<file path="src/rtl/multiplier_arbiter.sv">
// multiplier_arbiter: round-robin sharing of one registered multiplier
// among NumReq valid/ready requesters, with a tagged response channel.
module multiplier_arbiter #(
  parameter  int Width   = 8,
  parameter  int NumReq  = 4,
  localparam int IdWidth = $clog2(NumReq)
) (
  input  logic                    clk_i,
  input  logic                    rst_ni,
  input  logic [NumReq-1:0]       req_valid_i,
  output logic [NumReq-1:0]       req_ready_o,
  input  logic [NumReq*Width-1:0] req_a_i,
  input  logic [NumReq*Width-1:0] req_b_i,
  output logic                    rsp_valid_o,
  input  logic                    rsp_ready_i,
  output logic [2*Width-1:0]      rsp_prod_o,
  output logic [IdWidth-1:0]      rsp_id_o,
  output logic                    busy_o
);

  typedef enum logic [1:0] {
    IDLE = 2'd0,
    CALC = 2'd1,
    RESP = 2'd2
  } state_e;

  state_e               state_q, state_d;
  logic [IdWidth-1:0]   ptr_q, ptr_d;
  logic [IdWidth-1:0]   id_q, id_d;
  logic [Width-1:0]     a_q, a_d;
  logic [Width-1:0]     b_q, b_d;
  logic [2*Width-1:0]   prod_q, prod_d;
  logic [2*Width-1:0]   mul;
  logic [IdWidth-1:0]   gnt_idx;
  logic                 gnt_found;

  // Multiplier array, fed only from the operand registers
  assign mul = {{Width{1'b0}}, a_q} * {{Width{1'b0}}, b_q};

  // Round-robin search: first valid at or above ptr, with wrap
  always_comb begin
    int c;
    c         = 0;
    gnt_found = 1'b0;
    gnt_idx   = '0;
    for (int i = 0; i < NumReq; i++) begin
      c = int'(ptr_q) + i;
      if (c >= NumReq) c = c - NumReq;
      if (!gnt_found && req_valid_i[c]) begin
        gnt_found = 1'b1;
        gnt_idx   = IdWidth'(c);
      end
    end
  end

  // Next state, operand capture and grant strobes
  always_comb begin
    state_d     = state_q;
    ptr_d       = ptr_q;
    id_d        = id_q;
    a_d         = a_q;
    b_d         = b_q;
    prod_d      = prod_q;
    req_ready_o = '0;
    unique case (state_q)
      IDLE: begin
        // ready stays low while reset is held
        if (rst_ni && gnt_found) begin
          req_ready_o[gnt_idx] = 1'b1;
          a_d     = req_a_i[int'(gnt_idx)*Width +: Width];
          b_d     = req_b_i[int'(gnt_idx)*Width +: Width];
          id_d    = gnt_idx;
          ptr_d   = (gnt_idx == IdWidth'(NumReq - 1)) ?
                    '0 : gnt_idx + IdWidth'(1);
          state_d = CALC;
        end
      end
      CALC: begin
        prod_d  = mul;
        state_d = RESP;
      end
      RESP: begin
        if (rsp_ready_i) state_d = IDLE;
      end
      default: state_d = IDLE;
    endcase
  end

  // State and datapath registers
  always_ff @(posedge clk_i or negedge rst_ni) begin
    if (!rst_ni) begin
      state_q <= IDLE;
      ptr_q   <= '0;
      id_q    <= '0;
      a_q     <= '0;
      b_q     <= '0;
      prod_q  <= '0;
    end else begin
      state_q <= state_d;
      ptr_q   <= ptr_d;
      id_q    <= id_d;
      a_q     <= a_d;
      b_q     <= b_d;
      prod_q  <= prod_d;
    end
  end

  assign rsp_valid_o = (state_q == RESP);
  assign rsp_prod_o  = prod_q;
  assign rsp_id_o    = id_q;
  assign busy_o      = (state_q != IDLE);

endmodule

</file>
<file path="config.mk">
export PLATFORM = sky130hd
export DESIGN_NAME = multiplier_arbiter
export DESIGN_NICKNAME = d
export VERILOG_FILES = /design/src/rtl/multiplier_arbiter.sv
export SDC_FILE = /design/constraint.sdc
export NUM_CORES = 1
export LEC_CHECK = 0
export ABC_AREA = 1
export BUFFER_PORTS_ARGS = -buffer_cell sky130_fd_sc_hd__buf_2
export CAP_MARGIN = 20
export CORE_MARGIN = 2
export CORE_UTILIZATION = 35
export DETAILED_ROUTE_END_ITERATION = 10
export PLACE_DENSITY_LB_ADDON = 0.08
export SLEW_MARGIN = 10
export SYNTH_ARGS = -nofsm -noshare
export SYNTH_HDL_FRONTEND = slang
export SYNTH_SLANG_ARGS = --single-unit
</file>
<file path="constraint.sdc">
create_clock -name clk_i -period 13.2 [get_ports clk_i]
set_clock_uncertainty 0.15 [all_clocks]
set_input_delay 0.66 -clock clk_i [delete_from_list [all_inputs] [get_ports clk_i]]
set_output_delay 0.66 -clock clk_i [all_outputs]
set_load 0.1 [all_outputs]
</file>
* After elaboration in Yosys (flattened, before gate mapping)
Index checks and enable logic that the tools add are counted.
** Word-level totals
- Latch bits :: 0
- Word-level logic and storage cells :: 76
- Input port bits :: 71
- Memories kept :: 0
- ROM bits :: 0
- Flip-flop bits (word level) :: 38
- Memory bits (writable) :: 0
- Output and inout bits :: 24
** Operators by class
- Magnitude comparators :: 10
- Multiplexer cells :: 32
- Multiply operators :: 1
- Bitwise operators :: 0
- Divide/modulo/power cells :: 0
- Reduce and logical (&&, ||, !) cells :: 12
- Eq/ne operators :: 5
- Add/subtract/negate cells :: 8
- Shift-type cells :: 2
** Operators with widths (count)
- $lt A32 B4 Y1 const B :: 4
- $mux W32 :: 4
- $shiftx A32 B6 Y8 :: 2
- $mul A8 B8 Y16 :: 1
- $mux W2 :: 7
- $mux W1 :: 13
- $sub A3 B3 Y4 const B :: 3
- $ge A3 B3 Y1 const B :: 3
- $bmux W1 S2 :: 4
- $mux W4 :: 2
- $add A2 B2 Y3 const B :: 2
- $pmux W2 S3 :: 1
- $logic_and A1 B1 Y1 :: 5
- $eq A2 B2 Y1 const B :: 2
- $reduce_and A2 Y1 :: 2
- $sub A2 B3 Y4 const B :: 1
- $add A2 B1 Y3 const B :: 1
- $ge A2 B3 Y1 const B :: 1
- $logic_not A1 Y1 :: 3
- $lt A2 B3 Y1 const B :: 1
- $add A2 B1 Y2 const B :: 1
- $demux W1 S2 :: 1
- $eq A2 B1 Y1 const B :: 1
- $ge A2 B1 Y1 const B :: 1
- other kinds (4) :: 4

* Depth between registers and ports, before layout
Gate-level depths: netlist of run 1.
- Word-level depth :: 21
- Mapped depth :: 21
- Gate-level depth less buffers :: 20

* Least setup slack after synthesis of run 1
No wires, ideal clock.
- Path kind :: register -> register
- From :: register b_q[7]
- To :: register prod_q[10], in the netlist rsp_prod_o[10]
- Clock period less this slack :: 4.347 ns
- Arrival :: 4.077 ns
- Library setup time :: 0.120 ns
- Required time :: 12.930 ns
- Stages on the path, launching flop included :: 18
- Path buffers :: 1
- Path slack :: 8.853 ns
- Path through :: dfrtp_1 clkbuf_1 nand2_1 fa_1 fa_1 inv_1 fa_1 inv_1 fa_1 inv_1 ha_1 a21oi_1 o21ai_0 o21a_1 o21ai_0 nand3_1 nand3_1 nand2_1
** On the way
- Cells in the longest elaborated chain, start to end :: 1
** Ends and longest elaborated chain
- start: declaration :: line 31 : logic [Width-1:0] b_q, b_d;
- start signal: assignment :: line 96 : b_q <= '0;
- start signal: assignment :: line 103 : b_q <= b_d;
- $mul A8 B8 Y16 :: line 38 : assign mul = {{Width{1'b0}}, a_q} * {{Width{1'b0}}, b_q};
- end signal: assignment :: line 104 : prod_q <= prod_d;
- end: declaration :: line 32 : logic [2*Width-1:0] prod_q, prod_d;
Every way passes these cells.
A chain may end at the register's enable or synchronous reset.

* Worst setup path after layout of run 1
- From :: register a_q[0]
- To :: register prod_q[10], in the netlist rsp_prod_o[10]
** On the way
- Cells in the longest elaborated chain, start to end :: 1
** Ends and longest elaborated chain
- start: declaration :: line 30 : logic [Width-1:0] a_q, a_d;
- start signal: assignment :: line 95 : a_q <= '0;
- start signal: assignment :: line 102 : a_q <= a_d;
- $mul A8 B8 Y16 :: line 38
Every way passes these cells.

==> results of run 1 <==
## logic make-up (layout without fill, tap and decap cells)
| kind of cell | Yosys count | after routing | share of synthesized area |
|---|---|---|---|
| XOR/XNOR | 5 | 5 | 0.009408 |
| adder cells (fa/ha/maj) | 76 | 76 | 0.2623 |
| flip-flops | 38 | 38 | 0.2042 |
| AND/OR/NAND/NOR | 367 | 367 | 0.3340 |
| buffers and inverters | 171 | 243 | 0.1524 |
| AO/OA/AOI/OAI | 31 | 31 | 0.03762 |
## worst max-delay path: cells and delay by family (launching register included)
kind | cells | cell delay [ns]
buffers and inverters | 3 | 0.14
AO/OA/AOI/OAI | 4 | 0.80
adder cells (fa/ha/maj) | 5 | 2.45
flip-flops | 1 | 0.50
AND/OR/NAND/NOR | 4 | 0.36
## flip-flops by register name, summed over array words and instances (netlist names)
signal and count:
state_q 2, rsp_prod_o 16, rsp_id_o 2, a_q 8, b_q 8, ptr_q 2
## synthesized netlist by cell type, drive strengths merged
cell	number
nand3	51
or2	1
o22ai	1
nand2	276
inv	141
xor2	3
xnor2	2
ha	40
nor3	5
clkbuf	19
nand4	11
dfrtp	38
a21o	2
buf	11
nor2	23
a21oi	7
o31ai	1
o21a	2
fa	36
a31oi	3
o21ai	14
o21bai	1
## routing by layer
layer	routed length [um]	track usage	share of wire	up-vias
met5	0	0	0	-
met4	163	0.03971	0.015	0
met3	497	0.02730	0.046	13
met2	4498	0.2482	0.41	121
met1	5701	0.2245	0.52	1718
li1	-	-	-	2197
## stage by stage
stage | setup WS (ns) | utilization | hold slack [ns] | cells | cell area (um2)
floorplan | 8.853 | - | 0.2144 | 688 | 4656
global placement | 8.785 | 0.3942 | 0.3082 | 928 | 5179
detailed placement | 8.674 | 0.3942 | 0.3107 | 928 | 5179
CTS | 8.663 | 0.4053 | 0.3279 | 936 | 5325
global route | 8.367 | 0.4053 | 0.3338 | 936 | 5325
finish | 8.674 | 0.4053 | 0.3224 | 936 | 5325
## how the worst min path moves through the flow
stage                                 end  slack, ns  cells after the start
4_1_cts         rsp_prod_o[7]$_DFFE_PN0N_       0.33                      2
5_1_grt        rsp_prod_o[10]$_DFFE_PN0N_       0.33                      2
6_report       rsp_prod_o[10]$_DFFE_PN0N_       0.32                      2
3_3_place_gp    rsp_prod_o[7]$_DFFE_PN0N_       0.31                      2
2_1_floorplan          a_q[0]$_DFFE_PN0P_       0.21                      0
3_5_place_dp    rsp_prod_o[7]$_DFFE_PN0N_       0.31                      2
## area by class of cell
cell class / count / area (um2)
well taps: 176 / 220.2
flip-flops and latches: 38 / 950.9
multi-input cells: 479 / 2995
inverters: 141 / 541.8
clock inverters: 3 / 21.27
repair buffers: 94 / 470.5
clock buffers: 5 / 125.1
fillers: 1451 / 7812
==> flow_summary.json, run 1 <==
{
  "status": "finished, final reports clean",
  "final_common_cell": "nand2_1",
  "port_buffers": 94,
  "worstRegToRegCells": 16,
  "initial_core_util": 0.3544,
  "seq_area_frac_synth": 0.2042,
  "yosys.area.top_type": "nand2_1",
  "tns_ns": 0,
  "coreArea_um2": 13140,
  "synth_area_leaders": "nand2_1, dfrtp_1, fa_1, inv_1, ha_1",
  "ant_nets": 0,
  "fin_crit_sh": 0.3429,
  "path_clk_slew_ns": 0.06,
  "cp_common_cell": "fa_1",
  "synth_cells": 688,
  "routed_wirelength_mm": 10.86,
  "min_period_ns": 4.526,
  "yosysTopAreaCellShare": 0.2161,
  "dp_hpwl_mm": 8.991,
  "cts.sinks": 38,
  "clock_path_buffers": 2,
  "rr_endpoint": "rsp_prod_o[10]$_DFFE_PN0N_",
  "vias": 4049,
  "max_freq_ghz": 0.2210,
  "cts_tree": "yes",
  "worst_pin_slew_ns": 0.8812,
  "die_w_um": 119.3,
  "crit_type": "reg2reg",
  "viasPerCell": 4.326,
  "cts_buffers": 5,
  "hold_buffers": 0,
  "rsz0062_at_grt": "false",
  "setup_viol": 0,
  "grt_pass1_vias": 4016,
  "die_area_um2": 14240,
  "gp_congestion": 0.8501,
  "critPathMaxFanout": 9,
  "post-cts-setup-buffers": 0,
  "reg2reg_slack_ns": 8.67,
  "cts-resized-gates": 0,
  "num_io_pins": 95,
  "critPathMaxStageDelay_ns": 0.55,
  "diodes": 0,
  "startpoint": "a_q[0]$_DFFE_PN0P_",
  "cp.required_ns": 13.24,
  "synth.avg_cell_area_um2": 6.767,
  "final_nets": 906,
  "min_from": "rsp_prod_o[10]$_DFFE_PN0N_",
  "dr.pass1.iters": 4,
  "maxCapViolations": 0,
  "grt_start_max_net_pins": 40,
  "cp.arrival_ns": 4.56,
  "finalMaxSlewViolations": 0,
  "final_cell_mix": "nand2_1, inv_1, buf_2, nand3_1, ha_1",
  "end_kind": "register",
  "drt_first_iter_violations": 162,
  "rows": 42,
  "grt_pass1_wl_mm": 18.54,
  "drc": 0,
  "die_height_um": 119.3,
  "hold_path.class": "reg2reg",
  "drive_above_1_share": 0.1632,
  "area_delta_synth_final_pct": 14.38,
  "critPathLaunchType": "register",
  "clk_latency_ns": 0.29,
  "synth-warning-count": 0,
  "cts.htree.levels": 2,
  "maxSlewHeadroom": 0.4125,
  "path_cells": "nand2_1 -> fa_1 -> fa_1 -> inv_1 -> fa_1 -> inv_1 -> fa_1 -> inv_1 -> ha_1 -> a21oi_1 -> o21ai_0 -> o21a_1 -> o21ai_0 -> nand3_1 -> nand3_1 -> nand2_1",
  "cts-root-buf": "clkbuf_16",
  "grt-ovfl-total": 0,
  "r2r_start": "a_q[0]$_DFFE_PN0P_",
  "grtUsageTotal": 0.1575,
  "antenna_found_initial": 0,
  "crit_slowest_cell": "fa_1",
  "synth.cell_area_um2": 4656,
  "synth.distinct_cells": 33,
  "ys_seq_elements": 38,
  "hold_violations": 0,
  "setup.worst_path.end": "rsp_prod_o[10]$_DFFE_PN0N_",
  "synth_nets": 835,
  "wl_per_cell_um": 11.60
}
Power of run 1 is not shown: default switching activity piles up to over one toggle a cycle in this logic, so the estimate is an artifact.
==> run 2, diff against run 1 <==
==> constraint.sdc (replaced) <==
create_clock -name clk_i -period 4.35 [get_ports clk_i]
set_clock_uncertainty 0.15 [all_clocks]
set_input_delay 0.2175 -clock clk_i [delete_from_list [all_inputs] [get_ports clk_i]]
set_output_delay 0.2175 -clock clk_i [all_outputs]
set_load 0.1 [all_outputs]
==> flow_summary.json, run 2 (synthesized netlist as in run 1, its figures left out) <==
{
  "maxSlewHeadroom": 0.5733,
  "end_kind": "register",
  "fillers": 1406,
  "vias": 4200,
  "drt_first_iter_violations": 175,
  "rr_endpoint": "rsp_prod_o[11]$_DFFE_PN0N_",
  "worstRegToRegCells": 15,
  "worst_pin_slew_ns": 0.6385,
  "max_freq_ghz": 0.2433,
  "area_delta_synth_final_pct": 21.31,
  "ant_nets": 0,
  "dr.pass1.iters": 6,
  "final_cell_mix": "nand2_1, inv_1, buf_2, nand3_1, ha_1",
  "reg2reg_slack_ns": 0.24,
  "setup.worst_path.end": "rsp_prod_o[11]$_DFFE_PN0N_",
  "wl_per_cell_um": 11.38,
  "whs_path_depth": 4,
  "use_met2": 0.2619,
  "r2r_start": "a_q[1]$_DFFE_PN0P_",
  "grt_pass1_vias": 4136,
  "die_w_um": 119.3,
  "die_area_um2": 14240,
  "met3_usage": 0.02059,
  "viasPerCell": 4.343,
  "min_period_ns": 4.110,
  "hold_path.class": "in2reg",
  "path_clk_slew_ns": 0.06,
  "initial_core_util": 0.3544,
  "diodes": 0,
  "cts_buffers": 5,
  "largest_reg_flops": 16,
  "final_util": 0.4299,
  "rows": 42,
  "cts.htree.levels": 2,
  "clock_path_buffers": 2,
  "critPathLaunchType": "register",
  "cp.required_ns": 4.39,
  "die_height_um": 119.3,
  "coreArea_um2": 13140,
  "crit_type": "reg2reg",
  "gp_congestion": 0.8873,
  "num_io_pins": 95,
  "gr-usage-met1": 0.2327,
  "grt_start_max_net_pins": 40,
  "startpoint": "a_q[1]$_DFFE_PN0P_",
  "grt-ovfl-total": 0,
  "grt_pass1_wl_mm": 19.05,
  "cts_tree": "yes",
  "cp.arrival_ns": 4.15,
  "finalMaxSlewViolations": 0,
  "grt-busiest-layer": "met2",
  "antenna_found_initial": 0,
  "clk_latency_ns": 0.28,
  "maxCapViolations": 0,
  "cts.sinks": 38,
  "final_common_cell": "nand2_1",
  "critPathMaxFanout": 5,
  "hold_violations": 0,
  "fin_crit_sh": 0.9448,
  "final_nets": 937,
  "grtUsageTotal": 0.1609,
  "drive_above_1_share": 0.2174,
  "routed_wirelength_mm": 11.01,
  "drc": 0,
  "status": "finished, final reports clean",
  "dp_hpwl_mm": 9.316,
  "rsz0062_at_grt": "false",
  "setup_viol": 0,
  "port_buffers": 94,
  "cts-root-buf": "clkbuf_16"
}
==> run 2: timing repair <==
item	CTS	global route
endpoints found under the setup margin	2	9
hold buffers	1	0
gates resized for setup	4	20
hold endpoints to repair	38	0
pin swaps	0	5
buffers inserted	0	5
==> run 2: final cells by class <==
type | instances | area, um2 | area share
multi-input cells | 479 | 3075 | 0.5445
flip-flops and latches | 38 | 959.7 | 0.1699
clock buffers | 7 | 142.6 | 0.02525
inverters | 141 | 541.8 | 0.09592
clock inverters | 1 | 5.005 | 0.0008861
repair buffers | 125 | 703.2 | 0.1245
well taps | 176 | 220.2 | 0.03899
==> run 2: metrics by stage <==
| step | instance area [um2] | cells | hold slack [ns] | TNS (ns) | setup WS, ns |
|---|---|---|---|---|---|
| 3_5_place_dp | 5366 | 953 | 0.1588 | -0.03408 | -0.03408 |
| 3_3_place_gp | 5366 | 953 | 0.1574 | 0 | 0.02557 |
| 4_1_cts | 5527 | 962 | 0.02927 | 0 | 0.05402 |
| 2_1_floorplan | 4656 | 688 | -0.2281 | 0 | 0.002904 |
| 5_1_grt | 5648 | 967 | 0.05978 | 0 | 0.02900 |
| 6_report | 5648 | 967 | 0.03367 | 0 | 0.2402 |
==> run 2: worst min path at each step <==
| stage | startpoint | to | slack [ns] |
|---|---|---|---|
| 6_report | rsp_ready_i | state_q[1]$_DFFE_PN0P_ | 0.03 |
| 2_1_floorplan | rst_ni | a_q[0]$_DFFE_PN0P_ | -0.23 |
| 5_1_grt | rsp_ready_i | state_q[1]$_DFFE_PN0P_ | 0.06 |
| 3_3_place_gp | rst_ni | rsp_prod_o[0]$_DFFE_PN0N_ | 0.16 |
| 3_5_place_dp | rst_ni | rsp_prod_o[3]$_DFFE_PN0N_ | 0.16 |
| 4_1_cts | rsp_ready_i | state_q[1]$_DFFE_PN0P_ | 0.03 |
==> run 2: critical path, cell delays in order, from the launching register on <==
cell,delay (ns)
dfrtp_1,0.43
nand2_1,0.08
inv_1,0.05
fa_1,0.51
fa_1,0.52
fa_1,0.54
inv_1,0.05
fa_1,0.52
inv_1,0.06
ha_4,0.26
a21o_1,0.18
a21oi_1,0.17
o21ai_2,0.10
buf_4,0.14
xor2_1,0.13
o21ai_0,0.12
==> run 2: routing by layer <==
layer,part of all wire,wire [um]
met2,0.43,4737
met1,0.51,5656
met5,0,0
met4,0.0055,61
met3,0.050,553
Power of run 2 is left out for the same reason.
